<file path="src/rtl/pc_unit.sv">
// Program-counter stage: PC register, +INC successor, redirect priority,
// fetch stall and optional return-address stack (macro PC_UNIT_RAS_EN).
// Ports: clk, clrn (sync active-high reset), stall, exc, br_taken/br_target,
//        jump/jump_target, call, ret -> pc, pc4, pc_valid, misalign, ras_empty.
module pc_unit #(
    parameter int unsigned      WIDTH     = 32,
    parameter int unsigned      INC       = 4,
    parameter logic [WIDTH-1:0] RESET_VEC = WIDTH'(32'h0000_0000),
    parameter logic [WIDTH-1:0] EXC_VEC   = WIDTH'(32'h0000_0180),
    parameter int unsigned      RAS_DEPTH = 4
) (
    input  logic             clk,
    input  logic             clrn,
    input  logic             stall,
    input  logic             exc,
    input  logic             br_taken,
    input  logic [WIDTH-1:0] br_target,
    input  logic             jump,
    input  logic [WIDTH-1:0] jump_target,
    input  logic             call,
    input  logic             ret,
    output logic [WIDTH-1:0] pc,
    output logic [WIDTH-1:0] pc4,
    output logic             pc_valid,
    output logic             misalign,
    output logic             ras_empty
);

    logic [WIDTH-1:0] pc_q, pc_d;
    logic             pc_valid_q, pc_valid_d;
    logic [WIDTH-1:0] ret_tgt;

    assign pc        = pc_q;
    assign pc4       = pc_q + WIDTH'(INC);
    assign pc_valid  = pc_valid_q;
    assign misalign  = pc_q[1:0] != 2'b00;

`ifdef PC_UNIT_RAS_EN
    localparam int unsigned PW = $clog2(RAS_DEPTH);
    localparam int unsigned CW = $clog2(RAS_DEPTH) + 1;

    logic [WIDTH-1:0] ras_q [RAS_DEPTH];
    logic [WIDTH-1:0] ras_d [RAS_DEPTH];
    logic [PW-1:0]    top_q, top_d;
    logic [CW-1:0]    cnt_q, cnt_d;
    logic             ras_ok, ras_hit, push, pop, swap;

    assign ras_ok  = !exc && !br_taken;
    assign ras_hit = cnt_q != '0;
    // ret+call on a non-empty stack replaces the top instead of pop+push
    assign swap    = ras_ok && ret && call && ras_hit;
    assign push    = ras_ok && call && (jump || ret) && !swap;
    assign pop     = ras_ok && ret && !call && ras_hit;
    assign ret_tgt = ras_hit ? ras_q[top_q] : jump_target;
    assign ras_empty = !ras_hit;

    always_comb begin
        ras_d = ras_q;
        top_d = top_q;
        cnt_d = cnt_q;
        if (swap) begin
            ras_d[top_q] = pc4;
        end else if (push) begin
            // circular: when full the new top lands on the oldest slot
            top_d        = top_q + PW'(1);
            ras_d[top_d] = pc4;
            if (cnt_q != CW'(RAS_DEPTH))
                cnt_d = cnt_q + CW'(1);
        end else if (pop) begin
            top_d = top_q - PW'(1);
            cnt_d = cnt_q - CW'(1);
        end
    end

    always_ff @(posedge clk) begin
        if (clrn) begin
            top_q <= '0;
            cnt_q <= '0;
        end else begin
            top_q <= top_d;
            cnt_q <= cnt_d;
        end
    end

    always_ff @(posedge clk) begin
        if (!clrn)
            ras_q <= ras_d;
    end
`else
    logic unused_ras;

    assign unused_ras = call ^ RAS_DEPTH[0];
    assign ret_tgt    = jump_target;
    assign ras_empty  = 1'b1;
`endif

    always_comb begin
        pc_d       = pc_q;
        pc_valid_d = 1'b1;
        if (exc)
            pc_d = EXC_VEC;
        else if (br_taken)
            pc_d = br_target;
        else if (ret)
            pc_d = ret_tgt;
        else if (jump)
            pc_d = jump_target;
        else if (!stall)
            pc_d = pc4;
    end

    always_ff @(posedge clk) begin
        if (clrn) begin
            pc_q       <= RESET_VEC;
            pc_valid_q <= 1'b0;
        end else begin
            pc_q       <= pc_d;
            pc_valid_q <= pc_valid_d;
        end
    end

endmodule

</file>
<file path="config.mk">
export PLATFORM = sky130hd
export DESIGN_NAME = pc_unit
export DESIGN_NICKNAME = d
export VERILOG_FILES = /design/src/rtl/pc_unit.sv
export SDC_FILE = /design/constraint.sdc
export NUM_CORES = 1
export LEC_CHECK = 0
export ABC_AREA = 1
export BUFFER_PORTS_ARGS = -buffer_cell sky130_fd_sc_hd__buf_2
export CAP_MARGIN = 20
export CORE_AREA = 2 2 81 83
export CTS_CLUSTER_DIAMETER = 200
export DETAILED_ROUTE_END_ITERATION = 7
export DIE_AREA = 0 0 83 85
export PLACE_DENSITY = 0.88
export SYNTH_ARGS = -nofsm -noshare
export SYNTH_HDL_FRONTEND = slang
export SYNTH_SLANG_ARGS = --single-unit
export TNS_END_PERCENT = 100
</file>
<file path="constraint.sdc">
create_clock -name clk -period 1.8 [get_ports clk]
set_clock_uncertainty 0.05 [all_clocks]
set_input_delay 0.18 -clock clk [delete_from_list [all_inputs] [get_ports clk]]
set_output_delay 0.18 -clock clk [all_outputs]
set_load 0.03 [all_outputs]
</file>
==> out/results.md, run 1 <==
| Result | Reported | Unit |
|---|---|---|
| Floorplan die area | 7055 | µm² |
| Max clock buf depth | 2 | - |
| Final Instance Area | 4061 | µm² |
| EDFF count, synth | 0 | - |
| Worst Setup Slack, final | -96.17 | ps |
| Fraction of layout instances using a drive strength above 1 | 45.57 | % |
| Combined flip-flop and latch cell area | 720.7 | µm² |
| CTS root buffer | clkbuf_8 | - |
| Count of vias placed by the detailed router | 3672 | - |
| Max frequency | 527.4 | MHz |
| Class of the most critical setup path | reg -> out | - |
| Distinct cell type count after synthesis | 24 | - |
| Antenna Cells | 0 | - |
| Total of flip-flops plus latches after synthesis | 33 | - |
| Global-route wire length before repair | 15350 | µm |
| Initial detailed-routing violation count | 314 | - |
| Worst Hold Launch | clrn | - |
| Worst hold slack after final layout | 25.74 | ps |
| Share of flip-flops with an asynchronous set or reset | 0 | % |
| Wire length per cell after detailed routing | 14.06 | µm |
| Pre-CTS setup slack | -18.45 | ps |
| Shortest clock period the worst path allows after layout | 1896 | ps |
| DRC violations left | 0 | - |
| Average cell area after synthesis | 5.767 | µm² |
| Post-route antenna net violation count | 0 | - |
| Post-Syn Area | 2670 | µm² |
| Final #Nets | 682 | - |
| Prevailing post-synth register cell | dfxtp_1 | - |
| Overall die width | 83 | µm |
| Initial DRT Pass Iterations | 5 | - |
| Final Hold Vio Count | 0 | - |
| Largest voltage drop on the vdd net | 0.0002538 | V |
| Most used standard cells in the synthesized netlist | nand2_1, nor2_1, a21oi_1 | - |
| Die span in y | 85 | µm |
| Global route overflow | 0 | - |
| Dominant cells by area after synthesis | dfxtp_1, nand2_1, a21oi_1 | - |
| Global-route usage over all layers | 26.08 | % |
| Critical path fanouts, max | 5 | - |
| Post-CTS clock slew at the launch and capture registers of the worst setup and hold paths | 70 | ps |
| Dpl cell area | 3485 | µm² |
| Post-synth net total | 536 | - |
| Launching instance or port of the critical path | pc[3] | - |
| Count of endpoints failing setup in the final report | 19 | - |
| Most used standard cell by instance count after synthesis | nand2_1 | - |
| Number of primary I/O pins | 139 | - |
| Post-DP HPWL | 7074 | µm |
| Maximum number of pins on one net before global-route repair | 34 | - |
| Starting utilization of the core area | 43.03 | % |
| Yosys warning total | 0 | - |
| Routability congestion estimate from global placement | 0.9034 | - |
| Clock net sink count | 33 | - |
| Post-synth top area cell | dfxtp_1 | - |
| Level count of the clock H-tree | 2 | - |
| Failing checks | setup timing | - |
| Leakage power | 0.001925 | µW |
| Pwr Density | 508.2 | nW/µm² |
| Launch instance of the worst register-to-register path | pc[2] | - |
| Max_cap viols | 0 | - |
| Crit. End Element | output port | - |
| Worst Tran Pin Value | 720.5 | ps |
| Post-route fraction of the period consumed by the critical path | 105.3 | % |
| FILL cells | 552 | - |
| Initial antenna violation count | 0 | - |
| Fraction of post-synthesis cell area in the top cell type by area | 24.74 | % |
| Number of global-route vias before repair | 3432 | - |
| Unrepaired setup endpoints after global routing | true | - |
| Multi-input gate area | 2031 | µm² |
| Max-slew violation count | 0 | - |
| Required time reported for the critical path endpoint | 1570 | ps |
| Area of the placeable core | 6205 | µm² |
| Worst endpoint data arrival time | 1670 | ps |
| Latest clock arrival within the worst-skew pair | 290 | ps |
| Worst min-delay path class | in -> reg | - |
| Synthesized instance count | 463 | - |
| Status | finished, violations left | - |
| Portion of the post-synthesis area used by sequential elements | 24.74 | % |
| Number of port buffers | 136 | - |
| CTS tree | yes | - |
| Cts-stage hold buffer count | 0 | - |
| Area growth, synth to finish | 52.11 | % |
| TritonCTS Buffers | 5 | - |
| Startpoint type of the worst setup path | register | - |
| DR vias/cell | 5.345 | - |
| Worst max-slew margin expressed relative to the limit | 51.91 | % |
| Total Routed Length | 9657 | µm |
| Number of rows in the core area | 29 | - |
[worst paths after layout]
path,endpoint,slack (ps),depth (start not counted)
max,pc4[22],-100,9
min,pc_valid,30,2
max reg2reg,pc[29],70,13
min reg2reg,pc[31],450,2
[state kept, by name (all words and copies together), names as in the netlist, named ones only]
signal and count:
pc 30, pc_valid 1
[through the flow]
stage	util (%)	cells	total power, µW	TNS (ps)
after floorplan	-	463	1231	-10.46
after global placement	56.16	667	1441	0
after CTS	61.93	681	2042	-497.7
after detailed placement	56.16	667	1453	-25.47
after global routing	65.46	687	2158	-3067
final	65.46	687	2064	-1064
[routing by layer]
| layer | vias up | share of wire (%) | track usage (%) |
|---|---|---|---|
| li1 | 1756 | - | - |
| met1 | 1708 | 37 | 29.49 |
| met2 | 186 | 52 | 48.75 |
| met3 | 22 | 8.2 | 5.058 |
| met4 | 0 | 2.7 | 9.240 |
| met5 | - | 0 | 0 |
[what timing repair did]
action,CTS,global route
setup endpoints to repair,24,24
pin swaps,18,22
setup buffers,6,6
hold endpoints to repair,0,0
gates resized for setup,82,55
[report_power, final]
group | switching (µW) | leakage (µW) | total (µW) | internal [µW]
Sequential | 65.0 | 0.000285 | 833 | 768
Combinational | 412 | 0.00160 | 675 | 263
Clock | 281 | 0.0000395 | 556 | 275
Total | 758 | 0.00193 | 2060 | 1310
[cell type report]
class | instances | area share (%)
Multi-Input combinational cell | 371 | 50.00
Timing Repair Buffer | 162 | 24.46
Sequential cell | 33 | 17.74
Inverter | 36 | 3.450
Tap cell | 77 | 2.372
Clock buffer | 8 | 1.972
[cell families after synthesis]
kind of cell	share of synthesized area [%]
flip-flops	24.74
buffers and inverters	9.091
other	0.1404
XOR/XNOR	4.592
AO/OA/AOI/OAI	17.62
adder cells (fa/ha/maj)	0.4685
AND/OR/NAND/NOR	43.35
[worst max-delay path, stage by stage, from the launching register on]
cell,delay (ps)
dfxtp_4,370
ha_4,140
nand3_4,100
inv_4,80
nand2_4,70
nor2_4,190
nand2_1,80
nand2_1,90
and2_4,140
buf_6,120
[placed cells by master (no fill, tap or decap), types with 15 or more instances in the layout]
cell type  count
nor2_2        16
nand3_1       15
buf_6         18
buf_4         27
nand2_2       25
inv_1         33
a21oi_1       55
nand2_1      128
buf_2        116
nor2_1        43
dfxtp_2       15
o21ai_0       21
Power figures use the tool's default switching activity.
==> inputs of run 2 (changes only) <==
--- a/config.mk
+++ b/config.mk
@@ -5,13 +5,13 @@
 export SDC_FILE = /design/constraint.sdc
 export NUM_CORES = 1
 export LEC_CHECK = 0
-export ABC_AREA = 1
 export BUFFER_PORTS_ARGS = -buffer_cell sky130_fd_sc_hd__buf_2
 export CAP_MARGIN = 20
-export CORE_AREA = 2 2 81 83
+export CORE_AREA = 2 2 82 84
 export CTS_CLUSTER_DIAMETER = 200
 export DETAILED_ROUTE_END_ITERATION = 7
-export DIE_AREA = 0 0 83 85
+export DIE_AREA = 0 0 84 86
+export GPL_TIMING_DRIVEN = 0
 export PLACE_DENSITY = 0.88
 export SYNTH_ARGS = -nofsm -noshare
 export SYNTH_HDL_FRONTEND = slang
==> run 2 against run 1 <==
Against the previous run:
- the flow still finishes with violations (setup timing)
- worst hold slack better by 17 ps
- cell count down 2.2%
- first-iteration DRC count rose to 2.6 times the previous value
- die area up 2.4%
- global-route usage up 10 points
- register-to-register slack worse by 520 ps
- clock power up 64%
- via count up 30%
- flip-flop and latch count unchanged
==> out/results.md, run 2 <==
| Result | Reported | Unit | vs previous |
|---|---|---|---|
| Status | finished, violations left | - | unchanged |
| Failing checks | setup timing | - | unchanged |
| Average cell area after synthesis | 7.170 | µm² | was 5.767 µm² |
| Share of flip-flops with an asynchronous set or reset | 0 | % | unchanged |
| Unrepaired setup endpoints after global routing | true | - | unchanged |
| Max FFs per register | 30 | - | unchanged |
| FILL cells | 318 | - | was 552 |
| Fraction of layout instances using a drive strength above 1 | 58.82 | % | was 45.57% |
| Commonest non-fill, non-tap cell in the layout | buf_2 | - | was nand2_1 |
| Level count of the clock H-tree | 2 | - | unchanged |
| Pwr Density | 505.9 | nW/µm² | was 508.2 nW/µm² |
| Crit. End Element | output port | - | unchanged |
| DP Cell Count | 594 | - | was 667 |
| Critical path fanouts, max | 6 | - | was 5 |
| CTS tree | yes | - | unchanged |
| Yosys warning total | 0 | - | unchanged |
| Stage delay of the slowest cell on the critical path | 570 | ps | was 370 ps |
| Max frequency | 396.9 | MHz | was 527.4 MHz |
| Fraction of post-synthesis cell area in the top cell type by area | 24.12 | % | was 24.74% |
| Total of flip-flops plus latches after synthesis | 33 | - | unchanged |
| Count of vias placed by the detailed router | 4786 | - | was 3672 |
| Multi-input gate area | 2464 | µm² | was 2031 µm² |
| Area growth, synth to finish | 87.94 | % | was 52.11% |
| Dominant cells by area after synthesis | dfxtp_1, xnor2_1, a21oi_1 | - | was dfxtp_1, nand2_1, a21oi_1 |
| Share of the core filled with cells | 82.00 | % | was 65.46% |
| Number of primary I/O pins | 139 | - | unchanged |
| Xor and xnor area share after synthesis | 8.954 | % | was 4.592% |
| DR vias/cell | 7.122 | - | was 5.345 |
| Post-route antenna net violation count | 0 | - | unchanged |
| Worst Tran Pin Value | 864.3 | ps | was 720.5 ps |
| Final #Nets | 667 | - | was 682 |
| Worst setup path end | pc4[28] | - | was pc4[22] |
| Post-synth net total | 455 | - | was 536 |
| Main combinational cell family by area after synthesis | simple AND/OR/NAND/NOR gates | - | unchanged |
| Synth Area in Simple Gates | 34.40 | % | was 43.35% |
| Largest voltage drop on the vdd net | 0.0005898 | V | was 0.0002538 V |
| Initial antenna violation count | 0 | - | unchanged |
| Post-Syn Area | 2739 | µm² | was 2670 µm² |
| Global-route wire length before repair | 20800 | µm | was 15350 µm |
| Worst endpoint data arrival time | 2290 | ps | was 1670 ps |
| Post-route fraction of the period consumed by the critical path | 140.0 | % | was 105.3% |
| Shortest clock period the worst path allows after layout | 2520 | ps | was 1896 ps |
| Launching instance or port of the critical path | pc[14] | - | was pc[3] |
| Max_cap viols | 0 | - | unchanged |
| Launch instance of the worst register-to-register path | pc[14] | - | was pc[2] |
| Global route overflow | 0 | - | unchanged |
| Final cell count without fillers | 672 | - | was 687 |
| Worst Setup Slack, final | -719.8 | ps | was -96.17 ps |
| Wire length per cell after detailed routing | 26.19 | µm | was 14.06 µm |
| Leakage power | 0.002315 | µW | was 0.001925 µW |
| Worst min-delay path class | in -> reg | - | unchanged |
| TritonCTS Buffers | 5 | - | unchanged |
| Overall die width | 84 | µm | was 83 µm |
| Area of the placeable core | 6277 | µm² | was 6205 µm² |
| Required time reported for the critical path endpoint | 1570 | ps | about the same |
| Number of rows in the core area | 29 | - | unchanged |
| Final Hold Vio Count | 0 | - | unchanged |
| Combined flip-flop and latch cell area | 744.5 | µm² | was 720.7 µm² |
| Worst hold slack after final layout | 42.73 | ps | was 25.74 ps |
| Number of port buffers | 135 | - | was 136 |
| Minimum setup slack among reg-to-reg paths | -450 | ps | was 70 ps |
| Max clock buf depth | 2 | - | unchanged |
| CTS root buffer | clkbuf_8 | - | unchanged |
| EDFF count, synth | 0 | - | unchanged |
| Library cell contributing the largest single delay on the critical path | or4_4 | - | was dfxtp_4 |
| Setup tns final | -16620 | ps | was -1064 ps |
| Floorplan die area | 7224 | µm² | was 7055 µm² |
| Die span in y | 86 | µm | was 85 µm |
| Post-CTS clock slew at the launch and capture registers of the worst setup and hold paths | 80 | ps | was 70 ps |
| DRC violations left | 0 | - | unchanged |
| Latest clock arrival within the worst-skew pair | 310 | ps | was 290 ps |
| Most used standard cell by instance count after synthesis | nand2_1 | - | unchanged |
| Startpoint type of the worst setup path | register | - | unchanged |
| Logic depth of the worst register-to-register path | 8 | - | was 13 |
| Most used standard cells in the synthesized netlist | nand2_1, a21oi_1, dfxtp_1 | - | was nand2_1, nor2_1, a21oi_1 |
| Post-synth top area cell | dfxtp_1 | - | unchanged |
| Total Routed Length | 17600 | µm | was 9657 µm |
| Maximum number of pins on one net before global-route repair | 12 | - | was 34 |
| Count of endpoints failing setup in the final report | 50 | - | was 19 |
| Compound-cell area share of the yosys netlist | 24.35 | % | was 17.62% |
| Antenna Cells | 0 | - | unchanged |
| Portion of the post-synthesis area used by sequential elements | 24.12 | % | was 24.74% |
| Distinct cell type count after synthesis | 56 | - | was 24 |
| Area share of fa/ha/maj cells after synthesis | 0.4568 | % | was 0.4686% |
| Max-slew violation count | 0 | - | unchanged |
| Fraction of synthesized area in multiplexers | 0.7309 | % | was 0% |
| Post-DP HPWL | 8326 | µm | was 7074 µm |
| Starting utilization of the core area | 43.63 | % | was 43.03% |
| Synthesized instance count | 382 | - | was 463 |
| Class of the most critical setup path | reg -> out | - | unchanged |
| Worst max-slew margin expressed relative to the limit | 42.26 | % | was 51.91% |
| Prevailing post-synth register cell | dfxtp_1 | - | unchanged |
| Initial detailed-routing violation count | 810 | - | was 314 |
| Reg2reg end | pc[20] | - | was pc[29] |
| Global-route usage over all layers | 36.47 | % | was 26.08% |
| Number of global-route vias before repair | 4086 | - | was 3432 |
| Clock net sink count | 33 | - | unchanged |
| Routability congestion estimate from global placement | 0.9064 | - | was 0.9034 |
| Initial DRT Pass Iterations | 6 | - | was 5 |
| Critical Path, Cell by Cell | nand3_4, or4_4, buf_4, buf_6, o21a_1, or2_4, buf_6 | - | was ha_4, nand3_4, inv_4, nand2_4, nor2_4, nand2_1, nand2_1, and2_4, buf_6 |
| Most frequent CP cell | buf_6 | - | was nand2_1 |
| Commonest cells after routing, fill and taps aside | buf_2, buf_4, buf_6, nand2_1, a21oi_1 | - | was nand2_1, buf_2, a21oi_1, nor2_1, inv_1 |
-- run 2: worst min-delay path by stage --
stage	from	to	slack [ps]	cells past startpoint
final	clrn	pc_valid	40	2
after global placement	clrn	pc_valid	340	2
after detailed placement	clrn	pc_valid	340	2
after global routing	clrn	pc_valid	50	2
after CTS	clrn	pc_valid	40	2
after floorplan	clrn	pc_valid	190	1
-- run 2: layer usage --
metal	vias to the layer above	wire length, µm	GRT usage [%]	share of wire, %
met5	-	0	0	0
met1	2125	5700	42.45	32
met2	623	7381	59.13	42
li1	1828	-	-	-
met3	210	2613	10.30	15
met4	0	1904	23.46	11
-- run 2: cells by family after synthesis --
group,Yosys count
AO/OA/AOI/OAI,108
flip-flops,33
AND/OR/NAND/NOR,167
buffers and inverters,42
adder cells (fa/ha/maj),1
other,1
multiplexers,2
XOR/XNOR,28
-- run 2: metrics by stage --
stage	area (µm²)	power, µW	setup slack (ps)
CTS	4652	2416	-637.0
global route	5147	2620	-760.4
global placement	3854	1475	-438.5
floorplan	3082	1249	-386.3
finish	5147	2604	-719.8
detailed placement	3854	1485	-443.0
-- run 2: report_power, final --
part / total [µW] / internal (µW) / switching [µW] / leakage [µW]
Combinational: 864 / 340 / 523 / 0.00196
Clock: 911 / 551 / 360 / 0.0000681
Sequential: 829 / 756 / 73.6 / 0.000288
Total: 2600 / 1650 / 957 / 0.00231
-- run 2: timing repair --
item	CTS	global route
setup endpoints to repair	44	57
pin swaps	34	35
cloned	1	0
gates resized for setup	102	73
hold buffers	0	0
buffers inserted	44	34
-- run 2: cell type report --
cell class	count	share of cell area, %
clock buffers	5	1.337
well taps	77	1.872
plain buffers	26	2.893
flip-flops and latches	33	14.46
repair buffers	212	29.65
multi-input cells	307	47.86
clock inverters	3	1.264
inverters	9	0.6563
-- run 2: critical path, delay by kind of cell (launching register included) --
| family | cells | cell delay (ps) |
|---|---|---|
| simple gates | 3 | 950 |
| compound gates | 1 | 190 |
| flops | 1 | 420 |
| buf+inv | 3 | 430 |
==> inputs of run 3 (changes only) <==
--- a/config.mk
+++ b/config.mk
@@ -13,7 +13,8 @@
 export DIE_AREA = 0 0 84 86
 export GPL_TIMING_DRIVEN = 0
 export PLACE_DENSITY = 0.88
+export SKIP_CTS_REPAIR_TIMING = 1
 export SYNTH_ARGS = -nofsm -noshare
 export SYNTH_HDL_FRONTEND = slang
 export SYNTH_SLANG_ARGS = --single-unit
-export TNS_END_PERCENT = 100
+export TNS_END_PERCENT = 10
==> run 3 against run 2 <==
Against the previous run:
- the run still ends with setup timing left
- wire length shrank 35%
- global-route usage shrank 7.7 points
- register-to-register slack gained 140 ps
- cell count shrank 6.8%
- highest routed layer unchanged
- worst hold slack gained 24 ps
- die area is the same
==> out/results.md, run 3 (synthesis gave the netlist of run 2 again) <==
| Result | Reported | Unit | vs previous |
|---|---|---|---|
| Status | finished, violations left | - | unchanged |
| Failing checks | setup timing | - | unchanged |
| Initial antenna violation count | 0 | - | unchanged |
| Latest clock arrival within the worst-skew pair | 300 | ps | was 310 ps |
| Level count of the clock H-tree | 2 | - | unchanged |
| Shortest clock period the worst path allows after layout | 2406 | ps | was 2520 ps |
| Routability congestion estimate from global placement | 0.9257 | - | was 0.9064 |
| Max-slew violation count | 0 | - | unchanged |
| Post-CTS clock slew at the launch and capture registers of the worst setup and hold paths | 90 | ps | was 80 ps |
| TritonCTS Buffers | 5 | - | unchanged |
| Total Routed Length | 11440 | µm | was 17600 µm |
| Critical path fanouts, max | 6 | - | unchanged |
| Final cell count without fillers | 626 | - | was 672 |
| Post-route antenna net violation count | 0 | - | unchanged |
| Number of primary I/O pins | 139 | - | unchanged |
| Pwr Density | 506.5 | nW/µm² | was 505.9 nW/µm² |
| DRC violations left | 0 | - | unchanged |
| Worst Setup Slack, final | -606.0 | ps | was -719.8 ps |
| FILL cells | 546 | - | was 318 |
| Wire length per cell after detailed routing | 18.28 | µm | was 26.19 µm |
| Worst Tran Pin Value | 757.3 | ps | was 864.3 ps |
| Post-route fraction of the period consumed by the critical path | 133.7 | % | was 140.0% |
| Max_cap viols | 0 | - | unchanged |
| Global-route usage over all layers | 28.79 | % | was 36.47% |
| Floorplan die area | 7224 | µm² | unchanged |
| Max FFs per register | 30 | - | unchanged |
| Number of rows in the core area | 29 | - | unchanged |
| Number of port buffers | 135 | - | unchanged |
| Count of vias placed by the detailed router | 3815 | - | was 4786 |
| Largest voltage drop on the vdd net | 0.0003504 | V | was 0.0005898 V |
| Combined flip-flop and latch cell area | 730.7 | µm² | was 744.5 µm² |
| Commonest non-fill, non-tap cell in the layout | buf_2 | - | unchanged |
| Global-route wire length before repair | 16600 | µm | was 20800 µm |
| Maximum number of pins on one net before global-route repair | 11 | - | was 12 |
| Count of endpoints failing setup in the final report | 35 | - | was 50 |
| CTS tree | yes | - | unchanged |
| Unrepaired setup endpoints after global routing | true | - | unchanged |
| Initial DRT Pass Iterations | 5 | - | was 6 |
| Die span in y | 86 | µm | unchanged |
| Setup tns final | -9199 | ps | was -16620 ps |
| Crit. End Element | output port | - | unchanged |
| Initial detailed-routing violation count | 377 | - | was 810 |
| Class of the most critical setup path | reg -> out | - | unchanged |
| Global route overflow | 0 | - | unchanged |
| Required time reported for the critical path endpoint | 1570 | ps | about the same |
| Commonest cells after routing, fill and taps aside | buf_2, nand2_1, buf_4, a21oi_1, o21ai_0 | - | was buf_2, buf_4, buf_6, nand2_1, a21oi_1 |
| Final #Nets | 621 | - | was 667 |
| Area growth, synth to finish | 50.16 | % | was 87.94% |
| Overall die width | 84 | µm | unchanged |
| Antenna Cells | 0 | - | unchanged |
| Worst endpoint data arrival time | 2180 | ps | was 2290 ps |
| Post-DP HPWL | 8149 | µm | was 8326 µm |
| DP Cell Count | 594 | - | unchanged |
| Fraction of layout instances using a drive strength above 1 | 45.54 | % | was 58.82% |
| Starting utilization of the core area | 43.63 | % | unchanged |
| Final Hold Vio Count | 0 | - | unchanged |
| DR vias/cell | 6.094 | - | was 7.122 |
| Startpoint type of the worst setup path | register | - | unchanged |
| Clock net sink count | 33 | - | unchanged |
| Multi-input gate area | 2066 | µm² | was 2464 µm² |
| Number of global-route vias before repair | 3426 | - | was 4086 |
| Area of the placeable core | 6277 | µm² | unchanged |
| Leakage power | 0.001808 | µW | was 0.002315 µW |
| Worst min-delay path class | in -> reg | - | unchanged |
| Worst max-slew margin expressed relative to the limit | 49.32 | % | was 42.26% |
| Max frequency | 415.6 | MHz | was 396.9 MHz |
| CTS root buffer | clkbuf_8 | - | unchanged |
| Max clock buf depth | 2 | - | unchanged |
[run 3: cell types whose count changed in the layout (fill, tap and decap cells not counted), sizes merged]
cell,before,now
buf,221,169
clkbuf,22,28
bufinv,2,0
clkinv,1,2
or4,5,6
[run 3: final timing paths]
kind / depth (start not counted) / startpoint / slack, ps / to
worst max-delay path: 7 / pc[8] / -610 / pc4[24]
worst min-delay path: 2 / clrn / 70 / pc_valid
worst max register to register: 8 / pc[2] / -310 / pc[31]
worst min register to register: 2 / pc[5] / 550 / pc[5]
[run 3: worst max-delay path: stages, from the launching register on]
cell     delay [ps]
dfxtp_4         380
buf_8           120
nand3_4          60
or4_4           580
or2_4           310
nor2_4          140
xor2_4          150
buf_6           140
[run 3: power by group]
group          leakage [µW]  switching [µW]  internal (µW)  total [µW]
combinational       0.00148             413            263         676
sequential         0.000285            73.8            759         833
clock             0.0000450             306            269         575
total               0.00181             792           1290        2080
[run 3: layout make-up]
class	instances	share of cell area (%)
Buffer	27	3.590
Clock buffer	6	1.765
Clock inverter	2	0.2434
Inverter	9	0.8214
Multi-Input combinational cell	308	50.23
Sequential cell	33	17.77
Tap cell	77	2.343
Timing Repair Buffer	164	23.24
[run 3: metrics by stage]
step | cell area [µm²] | utilization [%] | hold WS, ps | worst slack (ps) | total power (µW)
CTS | 3747 | 59.70 | 54.92 | -803.1 | 2021
detailed placement | 3665 | 58.38 | 355.7 | -479.7 | 1465
global placement | 3665 | 58.38 | 355.1 | -483.3 | 1453
finish | 4113 | 65.52 | 66.79 | -606.0 | 2083
global route | 4113 | 65.52 | 75.12 | -655.0 | 2154
floorplan | 2893 | - | 186.5 | -386.5 | 1230
[run 3: metal layers]
metal / vias up / share of wire, % / GRT usage [%]
met3: 43 / 8.5 / 4.909
met4: 0 / 4.0 / 15.54
met1: 1793 / 39 / 33.96
li1: 1737 / - / -
met2: 242 / 48 / 49.96
met5: - / 0 / 0
